--- src/rtl/cpu_host_loader.sv ---
//------------------------------------------------------------------------------
// Module   : cpu_host_loader
// Brief    : Host-side command executor that loads IMEM/DMEM, dumps DMEM and
//            pulses the CPU enable. Optional macro: CPU_HOST_LOADER_DUMP_EN.
// Revision : 1.0 - initial release
//------------------------------------------------------------------------------
`default_nettype none

module cpu_host_loader #(
   parameter int LEN_W = 16
) (
   input  logic             clk,
   input  logic             srst,
   input  logic             cmd_valid,
   output logic             cmd_ready,
   input  logic [1:0]       cmd_op,
   input  logic [63:0]      cmd_addr,
   input  logic [LEN_W-1:0] cmd_len,
   input  logic             in_valid,
   output logic             in_ready,
   input  logic [63:0]      in_data,
   output logic             out_valid,
   input  logic             out_ready,
   output logic [63:0]      out_data,
   output logic             busy,
   output logic             done,
   output logic             enable,
   output logic [63:0]      addr_ext,
   output logic             wen_ext,
   output logic             ren_ext,
   output logic [31:0]      wdata_ext,
   output logic [63:0]      addr_ext_2,
   output logic             wen_ext_2,
   output logic             ren_ext_2,
   output logic [63:0]      wdata_ext_2,
   input  logic [63:0]      rdata_ext_2
);

   localparam logic [1:0]       c_op_imem = 2'd0;
   localparam logic [1:0]       c_op_dmem = 2'd1;
   localparam logic [1:0]       c_op_dump = 2'd2;
   localparam logic [LEN_W-1:0] c_len_one = LEN_W'(1);
   localparam logic [LEN_W-1:0] c_len_zero = '0;

   typedef enum logic [2:0] {
      S_IDLE     = 3'd0,
      S_LOAD     = 3'd1,
`ifdef CPU_HOST_LOADER_DUMP_EN
      S_DUMP_RD  = 3'd2,
      S_DUMP_CAP = 3'd3,
      S_DUMP_OUT = 3'd4,
`endif
      S_RUN      = 3'd5
   } state_t;

   state_t           r_state, w_state_nxt;
   logic [1:0]       r_op, w_op_nxt;
   logic [63:0]      r_addr, w_addr_nxt;
   logic [LEN_W-1:0] r_rem, w_rem_nxt;

   logic             r_cmd_ready, r_in_ready, r_busy, r_done, r_enable;
   logic             r_wen_ext, r_wen_ext_2;
   logic [63:0]      r_addr_ext, r_addr_ext_2, r_wdata_ext_2;
   logic [31:0]      r_wdata_ext;

   logic             w_done_nxt, w_wen_nxt, w_wen2_nxt;
   logic [63:0]      w_addr_ext_nxt, w_addr_ext2_nxt, w_wdata2_nxt;
   logic [31:0]      w_wdata_nxt;

`ifdef CPU_HOST_LOADER_DUMP_EN
   logic             r_out_valid, r_ren_ext_2;
   logic [63:0]      r_out_data, w_out_data_nxt;
`endif

   always_ff @(posedge clk) begin
      if (srst) r_state <= S_IDLE;
      else      r_state <= w_state_nxt;
   end

   always_comb begin
      w_state_nxt     = r_state;
      w_op_nxt        = r_op;
      w_addr_nxt      = r_addr;
      w_rem_nxt       = r_rem;
      w_done_nxt      = 1'b0;
      w_wen_nxt       = 1'b0;
      w_wen2_nxt      = 1'b0;
      w_addr_ext_nxt  = r_addr_ext;
      w_wdata_nxt     = r_wdata_ext;
      w_addr_ext2_nxt = r_addr_ext_2;
      w_wdata2_nxt    = r_wdata_ext_2;
`ifdef CPU_HOST_LOADER_DUMP_EN
      w_out_data_nxt  = r_out_data;
`endif
      case (r_state)
         S_IDLE: begin
            if (cmd_valid && r_cmd_ready) begin
               w_op_nxt   = cmd_op;
               w_addr_nxt = cmd_addr;
               w_rem_nxt  = cmd_len;
               if (cmd_len == c_len_zero) begin
                  w_done_nxt = 1'b1;
               end else if (cmd_op == c_op_imem || cmd_op == c_op_dmem) begin
                  w_state_nxt = S_LOAD;
               end else if (cmd_op == c_op_dump) begin
`ifdef CPU_HOST_LOADER_DUMP_EN
                  w_state_nxt     = S_DUMP_RD;
                  w_addr_ext2_nxt = cmd_addr;
`else
                  w_done_nxt = 1'b1;
`endif
               end else begin
                  w_state_nxt = S_RUN;
               end
            end
         end
         S_LOAD: begin
            if (in_valid && r_in_ready) begin
               if (r_op == c_op_imem) begin
                  w_wen_nxt      = 1'b1;
                  w_addr_ext_nxt = r_addr;
                  w_wdata_nxt    = in_data[31:0];
                  w_addr_nxt     = r_addr + 64'd4;
               end else begin
                  w_wen2_nxt      = 1'b1;
                  w_addr_ext2_nxt = r_addr;
                  w_wdata2_nxt    = in_data;
                  w_addr_nxt      = r_addr + 64'd8;
               end
               w_rem_nxt = r_rem - c_len_one;
               if (r_rem == c_len_one) begin
                  w_state_nxt = S_IDLE;
                  w_done_nxt  = 1'b1;
               end
            end
         end
`ifdef CPU_HOST_LOADER_DUMP_EN
         S_DUMP_RD:  w_state_nxt = S_DUMP_CAP;
         S_DUMP_CAP: begin
            w_out_data_nxt = rdata_ext_2;
            w_state_nxt    = S_DUMP_OUT;
         end
         S_DUMP_OUT: begin
            if (out_ready) begin
               w_addr_nxt = r_addr + 64'd8;
               w_rem_nxt  = r_rem - c_len_one;
               if (r_rem == c_len_one) begin
                  w_state_nxt = S_IDLE;
                  w_done_nxt  = 1'b1;
               end else begin
                  w_state_nxt     = S_DUMP_RD;
                  w_addr_ext2_nxt = r_addr + 64'd8;
               end
            end
         end
`endif
         S_RUN: begin
            w_rem_nxt = r_rem - c_len_one;
            if (r_rem == c_len_one) begin
               w_state_nxt = S_IDLE;
               w_done_nxt  = 1'b1;
            end
         end
         default: w_state_nxt = S_IDLE;
      endcase
   end

   // Status strobes are registered from the next state so they line up with it.
   always_ff @(posedge clk) begin
      if (srst) begin
         r_op          <= 2'd0;
         r_addr        <= 64'd0;
         r_rem         <= c_len_zero;
         r_cmd_ready   <= 1'b1;
         r_in_ready    <= 1'b0;
         r_busy        <= 1'b0;
         r_done        <= 1'b0;
         r_enable      <= 1'b0;
         r_wen_ext     <= 1'b0;
         r_wen_ext_2   <= 1'b0;
         r_addr_ext    <= 64'd0;
         r_wdata_ext   <= 32'd0;
         r_addr_ext_2  <= 64'd0;
         r_wdata_ext_2 <= 64'd0;
      end else begin
         r_op          <= w_op_nxt;
         r_addr        <= w_addr_nxt;
         r_rem         <= w_rem_nxt;
         r_cmd_ready   <= (w_state_nxt == S_IDLE);
         r_in_ready    <= (w_state_nxt == S_LOAD);
         r_busy        <= (w_state_nxt != S_IDLE);
         r_done        <= w_done_nxt;
         r_enable      <= (w_state_nxt == S_RUN);
         r_wen_ext     <= w_wen_nxt;
         r_wen_ext_2   <= w_wen2_nxt;
         r_addr_ext    <= w_addr_ext_nxt;
         r_wdata_ext   <= w_wdata_nxt;
         r_addr_ext_2  <= w_addr_ext2_nxt;
         r_wdata_ext_2 <= w_wdata2_nxt;
      end
   end

`ifdef CPU_HOST_LOADER_DUMP_EN
   always_ff @(posedge clk) begin
      if (srst) begin
         r_out_valid <= 1'b0;
         r_ren_ext_2 <= 1'b0;
         r_out_data  <= 64'd0;
      end else begin
         r_out_valid <= (w_state_nxt == S_DUMP_OUT);
         r_ren_ext_2 <= (w_state_nxt == S_DUMP_RD);
         r_out_data  <= w_out_data_nxt;
      end
   end

   assign out_valid = r_out_valid;
   assign out_data  = r_out_data;
   assign ren_ext_2 = r_ren_ext_2;
`else
   wire w_unused = ^{rdata_ext_2, out_ready};

   assign out_valid = 1'b0;
   assign out_data  = 64'd0;
   assign ren_ext_2 = 1'b0;
`endif

   assign cmd_ready   = r_cmd_ready;
   assign in_ready    = r_in_ready;
   assign busy        = r_busy;
   assign done        = r_done;
   assign enable      = r_enable;
   assign addr_ext    = r_addr_ext;
   assign wen_ext     = r_wen_ext;
   assign ren_ext     = 1'b0;
   assign wdata_ext   = r_wdata_ext;
   assign addr_ext_2  = r_addr_ext_2;
   assign wen_ext_2   = r_wen_ext_2;
   assign wdata_ext_2 = r_wdata_ext_2;

endmodule

`default_nettype wire

--- config.mk ---
export PLATFORM = sky130hd
export DESIGN_NAME = cpu_host_loader
export DESIGN_NICKNAME = d
export VERILOG_FILES = /design/src/rtl/cpu_host_loader.sv
export SDC_FILE = /design/constraint.sdc
export NUM_CORES = 1
export LEC_CHECK = 0
export CAP_MARGIN = 5
export CORE_UTILIZATION = 29
export CTS_BUF_LIST = sky130_fd_sc_hd__clkbuf_4 sky130_fd_sc_hd__clkbuf_8 sky130_fd_sc_hd__clkbuf_16
export CTS_CLUSTER_SIZE = 10
export DETAILED_ROUTE_END_ITERATION = 12
export GPL_TIMING_DRIVEN = 0
export MAX_ROUTING_LAYER = met4
export SLEW_MARGIN = 20
export SYNTH_ARGS = -nofsm -noshare
export SYNTH_HDL_FRONTEND = slang
export SYNTH_SLANG_ARGS = --single-unit
--- constraint.sdc ---
create_clock -name clk -period 7 [get_ports clk]
set_input_delay 1.4 -clock clk [delete_from_list [all_inputs] [get_ports clk]]
set_output_delay 1.4 -clock clk [all_outputs]
set_load 0.005 [all_outputs]
==> results of run 1 <==
[synthesized netlist by cell type, types with 5 or more instances]
library cell and instances:
a211oi_1 14, a21o_1 10, a21oi_1 285, a22oi_1 21, a31oi_1 17, a32o_1 8, and2_1 7, and3_1 12
buf_2 35, buf_4 68, clkbuf_1 108, dfxtp_1 316, inv_1 10, mux2i_1 6, nand2_1 569, nand3_1 33
nand4_1 26, nor2_1 79, nor3_1 19, nor4_1 14, o211ai_1 9, o21ai_0 57, o31ai_1 14, o32ai_1 5
o41ai_1 6, or3_1 6, or4_1 9
[area by class of cell]
class	instances	area [µm²]
clock buffers	54	1140
diodes	5	12.5
clock inverters	6	91.3
multi-input cells	1374	6730
flip-flops and latches	316	6330
fillers	4862	27600
well taps	615	769
repair buffers	380	3800
inverters	11	55.1
plain buffers	216	1110
[logic make-up after synthesis]
group,count (synthesis),share of synthesized area (%)
DFF,316,45.3
AOI/OAI and AO/OA,484,20.3
and+or+nand+nor,810,25.1
buffers and inverters,227,8.37
other,1,0.0268
xor gates and xnor gates,1,0.0627
adders and majority gates,4,0.358
muxes,7,0.510
[metrics by stage]
stage / setup WS [ps] / hold slack (ps) / util [%]
final: 3040 / 453 / 42.1
after global routing: 3030 / 469 / 42.1
after CTS: 3170 / 453 / 42.0
after detailed placement: 2610 / 446 / 39.5
after global placement: 2620 / 441 / 39.5
after floorplan: 4180 / 445 / -
[per-layer routing]
metal	vias to the layer above	part of all wire, %	GRT usage (%)
met5	-	0	-
met4	0	3.8	10.3
li1	7190	-	-
met2	749	46	39.0
met3	144	8.6	5.14
met1	7108	41	30.6
[how the worst max path moves through the flow]
| stage | slack [ps] | cells after the start | startpoint | endpoint |
|---|---|---|---|---|
| 6_report | 3040 | 7 | cmd_valid | enable$_SDFF_PP0_ |
| 5_1_grt | 3030 | 7 | cmd_valid | enable$_SDFF_PP0_ |
| 4_1_cts | 3170 | 8 | in_valid | wdata_ext[4]$_SDFFE_PP0P_ |
| 3_5_place_dp | 2610 | 8 | in_valid | wdata_ext[4]$_SDFFE_PP0P_ |
| 3_3_place_gp | 2620 | 8 | in_valid | wdata_ext[3]$_SDFFE_PP0P_ |
| 2_1_floorplan | 4180 | 8 | cmd_valid | r_addr[37]$_SDFFE_PP0P_ |
[worst reg2reg max path, delay by kind of cell (launching register included)]
kind / cells / cell delay, ps
DFF: 1 / 290
and+or+nand+nor: 4 / 2530
buffers and inverters: 2 / 820
AOI/OAI and AO/OA: 1 / 190
[state kept, by name (all words and copies together) (netlist names)]
signal,cells
done,1
enable,1
addr_ext_2,64
busy,1
r_rem,16
in_ready,1
r_state,3
wdata_ext,32
wdata_ext_2,64
cmd_ready,1
r_op,2
wen_ext_2,1
addr_ext,64
wen_ext,1
r_addr,64
[where the power goes]
group | switching (mW) | total (mW) | internal [mW]
Sequential | 0.0378 | 1.87 | 1.83
Clock | 0.817 | 2.02 | 1.21
Combinational | 0.212 | 0.376 | 0.164
Total | 1.07 | 4.27 | 3.20
==> flow_summary.json, run 1 <==
{
  "synth.avg_cell_area_um2": 7.55,
  "fp.dieW_um": 222,
  "timing.setup.critical_path_class": "in2reg",
  "worstPathCellList": "clkdlybuf4s50_1 > nand3b_1 > nor3_1 > clkbuf_1 > nand2_1 > o2bb2ai_1 > and2_1",
  "report.final.hold_viol_count": 0,
  "first_global_vias": 14400,
  "via_cell_ratio": 5.10,
  "design.core.area_um2": 47600,
  "setup_viol_count_final": 0,
  "count_of_placed_standard_cells_in_the_final_layout_fillers_left_out": 2977,
  "cp_top_family": "simple AND/OR/NAND/NOR gates",
  "syn_to_final_growth_pct": 43.4,
  "worst_endpoint_required_time_ps": 7480,
  "timing.critical_path.to_type": "flop",
  "r2r_setup_slack_ps": 3100,
  "detail_route.wl_per_cell_um": 20.5,
  "tritoncts_clock_tree": "yes",
  "num_rows": 80,
  "run_status": "complete, no violations",
  "slew_of_the_pin_with_the_lowest_slew_margin_ps": 1270,
  "synth_async_sr_flop_share_pct": 0,
  "cap_viol_max_count": 0,
  "total_leakage_power_nw": 7.06,
  "final_common_cell": "nand2_1",
  "boundaryPins": 513,
  "leading_area_contributor_after_synthesis": "dfxtp_1",
  "synth.ff_latch_count": 316,
  "synth_edf_count": 0,
  "cts_setup_buffers": 0,
  "post_cts_resized": 0,
  "count_of_routing_violations_after_the_opening_detailed_route_iteration": 1582,
  "route.vias.total": 15200,
  "worst_hold_path_type": "reg2reg",
  "antenna_found_initial": 6,
  "seq_area_frac_synth_pct": 45.3,
  "antenna_left": 0,
  "grt_first_pass_wirelength_um": 89400,
  "post-synth-top-area-fraction_pct": 45.3,
  "dp_hpwl_um": 45700,
  "source_of_the_worst_hold_timing_path": "addr_ext_2[6]$_SDFFE_PP0P_",
  "yosys_most_used_dff": "dfxtp_1",
  "start_util_pct": 29.3,
  "clock-root-buffer": "clkbuf_16",
  "most-common-layout-cells": "nand2_1 (569), clkdlybuf4s50_1 (380), dfxtp_1 (316)",
  "gr-total-overflow": 0,
  "reg2reg_depth": 7,
  "final_layout_size_suffix_gt1_share_pct": 8.06,
  "timing.critical_path.buf_inv": 2,
  "rsz_0062_raised_after_global_routing": "no",
  "critical_path.reg2reg.endpoint": "addr_ext[30]$_SDFFE_PP0P_",
  "final-max-slew-violation-count": 0,
  "finalCritPeriodShare_pct": 56.6,
  "synthCells": 1850,
  "final_period_minus_worst_setup_slack_ps": 3960,
  "slew-limit-headroom_pct": 14.9,
  "clock_path_buffers": 3,
  "finalInstanceArea_um2": 20000,
  "skew_ps": 16.7,
  "route.final.wire_length_um": 61100,
  "clock_latency_ps": 570,
  "die_area_um2": 49100,
  "cts_hold_repair.buffers": 0,
  "synthesis.area_um2": 14000,
  "vdd.ir_drop.worst_uv": 126,
  "post-route-drc-count": 0,
  "setup_tns_ps": 0,
  "critical_path.reg2reg.startpoint": "r_state[1]$_SDFF_PP0_",
  "clock_pin_slew_on_the_worst_setup_and_hold_paths_ps": 50,
  "crit_arrival_ps": 4450,
  "worst_path_largest_cell_delay_ps": 800,
  "total_power_mw": 4.27,
  "finalNetCount": 2558,
  "number_of_i_o_port_buffers": 380,
  "grt_use_total_pct": 24.7,
  "critPathSlowestCell": "nor3_1",
  "die_height_um": 222,
  "ctsHtreeMaxLevel": 2,
  "holdPathEnd": "addr_ext_2[6]$_SDFFE_PP0P_",
  "powerDensity_nw_per_um2": 213,
  "detail_route.first_pass.iterations": 8,
  "cp_max_fo": 10,
  "netlist-cell-type-count": 77,
  "synthesis.yosys.warnings": 0,
  "achievable-frequency_ghz": 0.252,
  "netlist_top_cells_area": "dfxtp_1 (45%), nand2_1 (15%), a21oi_1 (10%)",
  "tritoncts.num_buffers": 40,
  "gp_congestion": 0.952,
  "cell_count_of_the_worst_hold_path": 2,
  "clkSinkCount": 316,
  "placement.cell_area_um2": 18800,
  "timing.critical_path.from_type": "input port",
  "dpl.cell_count": 2912,
  "grt_start_max_net_pins": 11
}
Power figures use the tool's default switching activity.
==> inputs of run 2 (changes only) <==
==> constraint.sdc (replaced) <==
create_clock -name clk -period 3.4 [get_ports clk]
set_input_delay 0.68 -clock clk [delete_from_list [all_inputs] [get_ports clk]]
set_output_delay 0.68 -clock clk [all_outputs]
set_load 0.005 [all_outputs]
==> flow_summary.json, run 2 (synthesized netlist as in run 1, its figures left out) <==
{
  "run_status": "complete, no violations",
  "num_rows": 80,
  "critPathSlowestCell": "nor3_1",
  "fp.dieW_um": 222,
  "count_of_placed_standard_cells_in_the_final_layout_fillers_left_out": 2979,
  "final_period_minus_worst_setup_slack_ps": 3290,
  "slew-limit-headroom_pct": 28.2,
  "cap_viol_max_count": 0,
  "dpl.cell_count": 2912,
  "source_of_the_worst_hold_timing_path": "wdata_ext_2[8]$_SDFFE_PP0P_",
  "timing.critical_path.buf_inv": 2,
  "worst_endpoint_required_time_ps": 3880,
  "powerDensity_nw_per_um2": 437,
  "grt_first_pass_wirelength_um": 89400,
  "count_of_routing_violations_after_the_opening_detailed_route_iteration": 1600,
  "antenna_found_initial": 5,
  "dp_hpwl_um": 45700,
  "seqCellArea_um2": 6330,
  "via_cell_ratio": 5.09,
  "multi_input_comb_area_um2": 6740,
  "final.setup.worst_slack_ps": 106,
  "ctsHtreeMaxLevel": 2,
  "finalNetCount": 2561,
  "clkSinkCount": 316,
  "final-max-slew-violation-count": 0,
  "design.core.area_um2": 47600,
  "worst_hold_path_type": "reg2reg",
  "report.final.hold_viol_count": 0,
  "timing.critical_path.from_type": "input port",
  "clock_latency_ps": 560,
  "hold_slack_ps": 453,
  "power_switching_mw": 2.19,
  "critical_path.reg2reg.endpoint": "r_addr[35]$_SDFFE_PP0P_",
  "worstPathCellList": "clkdlybuf4s50_1 > nand3b_1 > nor3_1 > clkbuf_1 > nand2_1 > o2bb2ai_1 > and2_1",
  "internal_power_mw": 6.58,
  "antenna_left": 0,
  "reg2reg_depth": 8,
  "cp.depth": 7,
  "detail_route.first_pass.iterations": 5,
  "cts_hold_repair.buffers": 0,
  "die_area_um2": 49100,
  "worst_path_largest_cell_delay_ps": 850,
  "most-common-layout-cells": "nand2_1 (569), clkdlybuf4s50_1 (380), dfxtp_1 (316)",
  "critical_path.reg2reg.startpoint": "r_state[1]$_SDFF_PP0_",
  "final_layout_size_suffix_gt1_share_pct": 8.18,
  "cp_max_fo": 10,
  "p_sw_share_pct": 25.0,
  "achievable-frequency_ghz": 0.304,
  "pwr-share-comb_pct": 8.9,
  "share_clk_of_total_power_pct": 47.4,
  "rsz_0062_raised_after_global_routing": "no",
  "share_seq_of_total_power_pct": 43.8,
  "timing.setup.critical_path_class": "in2reg",
  "tritoncts.num_buffers": 40,
  "clock-root-buffer": "clkbuf_16",
  "detail_route.wl_per_cell_um": 20.5,
  "slew_of_the_pin_with_the_lowest_slew_margin_ps": 1070,
  "cell_count_of_the_worst_hold_path": 2,
  "grt_use_total_pct": 24.7,
  "holdPathEnd": "wdata_ext_2[8]$_SDFFE_PP0P_",
  "vdd.ir_drop.worst_uv": 257,
  "number_of_i_o_port_buffers": 380,
  "gr-total-overflow": 0,
  "route.vias.total": 15200,
  "tritoncts_clock_tree": "yes",
  "clock_pin_slew_on_the_worst_setup_and_hold_paths_ps": 50,
  "crit_arrival_ps": 3780,
  "start_util_pct": 29.3,
  "clock_path_buffers": 3,
  "r2r_setup_slack_ps": 250,
  "route.final.wire_length_um": 61200,
  "syn_to_final_growth_pct": 43.7,
  "pre_cts_ws_ps": -269,
  "nFillCells": 4854,
  "grt_start_max_net_pins": 11,
  "timing.critical_path.to_type": "flop",
  "total_leakage_power_nw": 7.07,
  "post-route-drc-count": 0,
  "setup_viol_count_final": 0,
  "final_common_cell": "nand2_1",
  "skew_ps": 18.2,
  "finalCritPeriodShare_pct": 96.9,
  "first_global_vias": 14400,
  "boundaryPins": 513,
  "cp_top_family": "simple AND/OR/NAND/NOR gates",
  "gp_congestion": 0.952,
  "die_height_um": 222
}
==> run 2: power groups by stage <==
stage          clock network, mW  logic (mW)  registers, mW
6_report                    4.16       0.778           3.84
5_1_grt                     4.37       0.830           3.85
4_1_cts                     4.24       0.758           3.84
3_5_place_dp                   0       0.753           3.92
3_3_place_gp                   0       0.750           3.92
2_1_floorplan                  0       0.388           3.89
==> run 2: timing repair <==
action,4_1_cts,5_1_grt
resized for setup,1,1
buffers inserted,0,3
setup endpoints to repair,147,6
pin swaps,0,1
==> run 2: how the worst max path moves through the flow <==
stage                                 from                         to  slack [ps]
floorplan           r_addr[4]$_SDFFE_PP0P_    r_addr[55]$_SDFFE_PP0P_        1170
global placement                  in_valid  wdata_ext[3]$_SDFFE_PP0P_        -260
detailed placement                in_valid  wdata_ext[4]$_SDFFE_PP0P_        -270
CTS                  r_state[1]$_SDFF_PP0_  addr_ext[30]$_SDFFE_PP0P_          50
global route         r_state[1]$_SDFF_PP0_  addr_ext[55]$_SDFFE_PP0P_          90
finish                           cmd_valid          enable$_SDFF_PP0_         110
==> run 2: area by class of cell <==
type                       count  area share, %
sequential                   316           31.5
antenna                        4         0.0499
tap                          615           3.83
buffer                       216           5.55
timing repair buffer         383           19.1
clock inverter                 6          0.455
inverter                      11          0.274
multi-input combinational   1374           33.6
clock buffer                  54           5.69
==> run 2: layer usage <==
layer	routed length (µm)	GRT usage [%]	vias to the layer above
met5	0	-	-
met4	2110	10.3	0
met3	5420	5.14	139
met1	25400	30.6	7069
met2	28200	39.0	749
li1	-	-	7201
==> run 2: through the flow <==
step | total power, mW | utilization, % | cell area, µm² | TNS [ps]
6_report | 8.77 | 42.1 | 20100 | 0
5_1_grt | 9.04 | 42.1 | 20100 | 0
4_1_cts | 8.83 | 42.1 | 20000 | 0
3_5_place_dp | 4.67 | 39.5 | 18800 | -28240
3_3_place_gp | 4.67 | 39.5 | 18800 | -25130
2_1_floorplan | 4.28 | - | 14200 | 0
==> run 2: worst reg2reg max path, cell delays in order, from the launching register on <==
cell and delay, ps:
dfxtp_1 300, clkbuf_1 350, or3b_1 330, buf_2 290, clkbuf_1 550, buf_1 660
nor2_1 280, nand3_1 160, o211ai_1 90
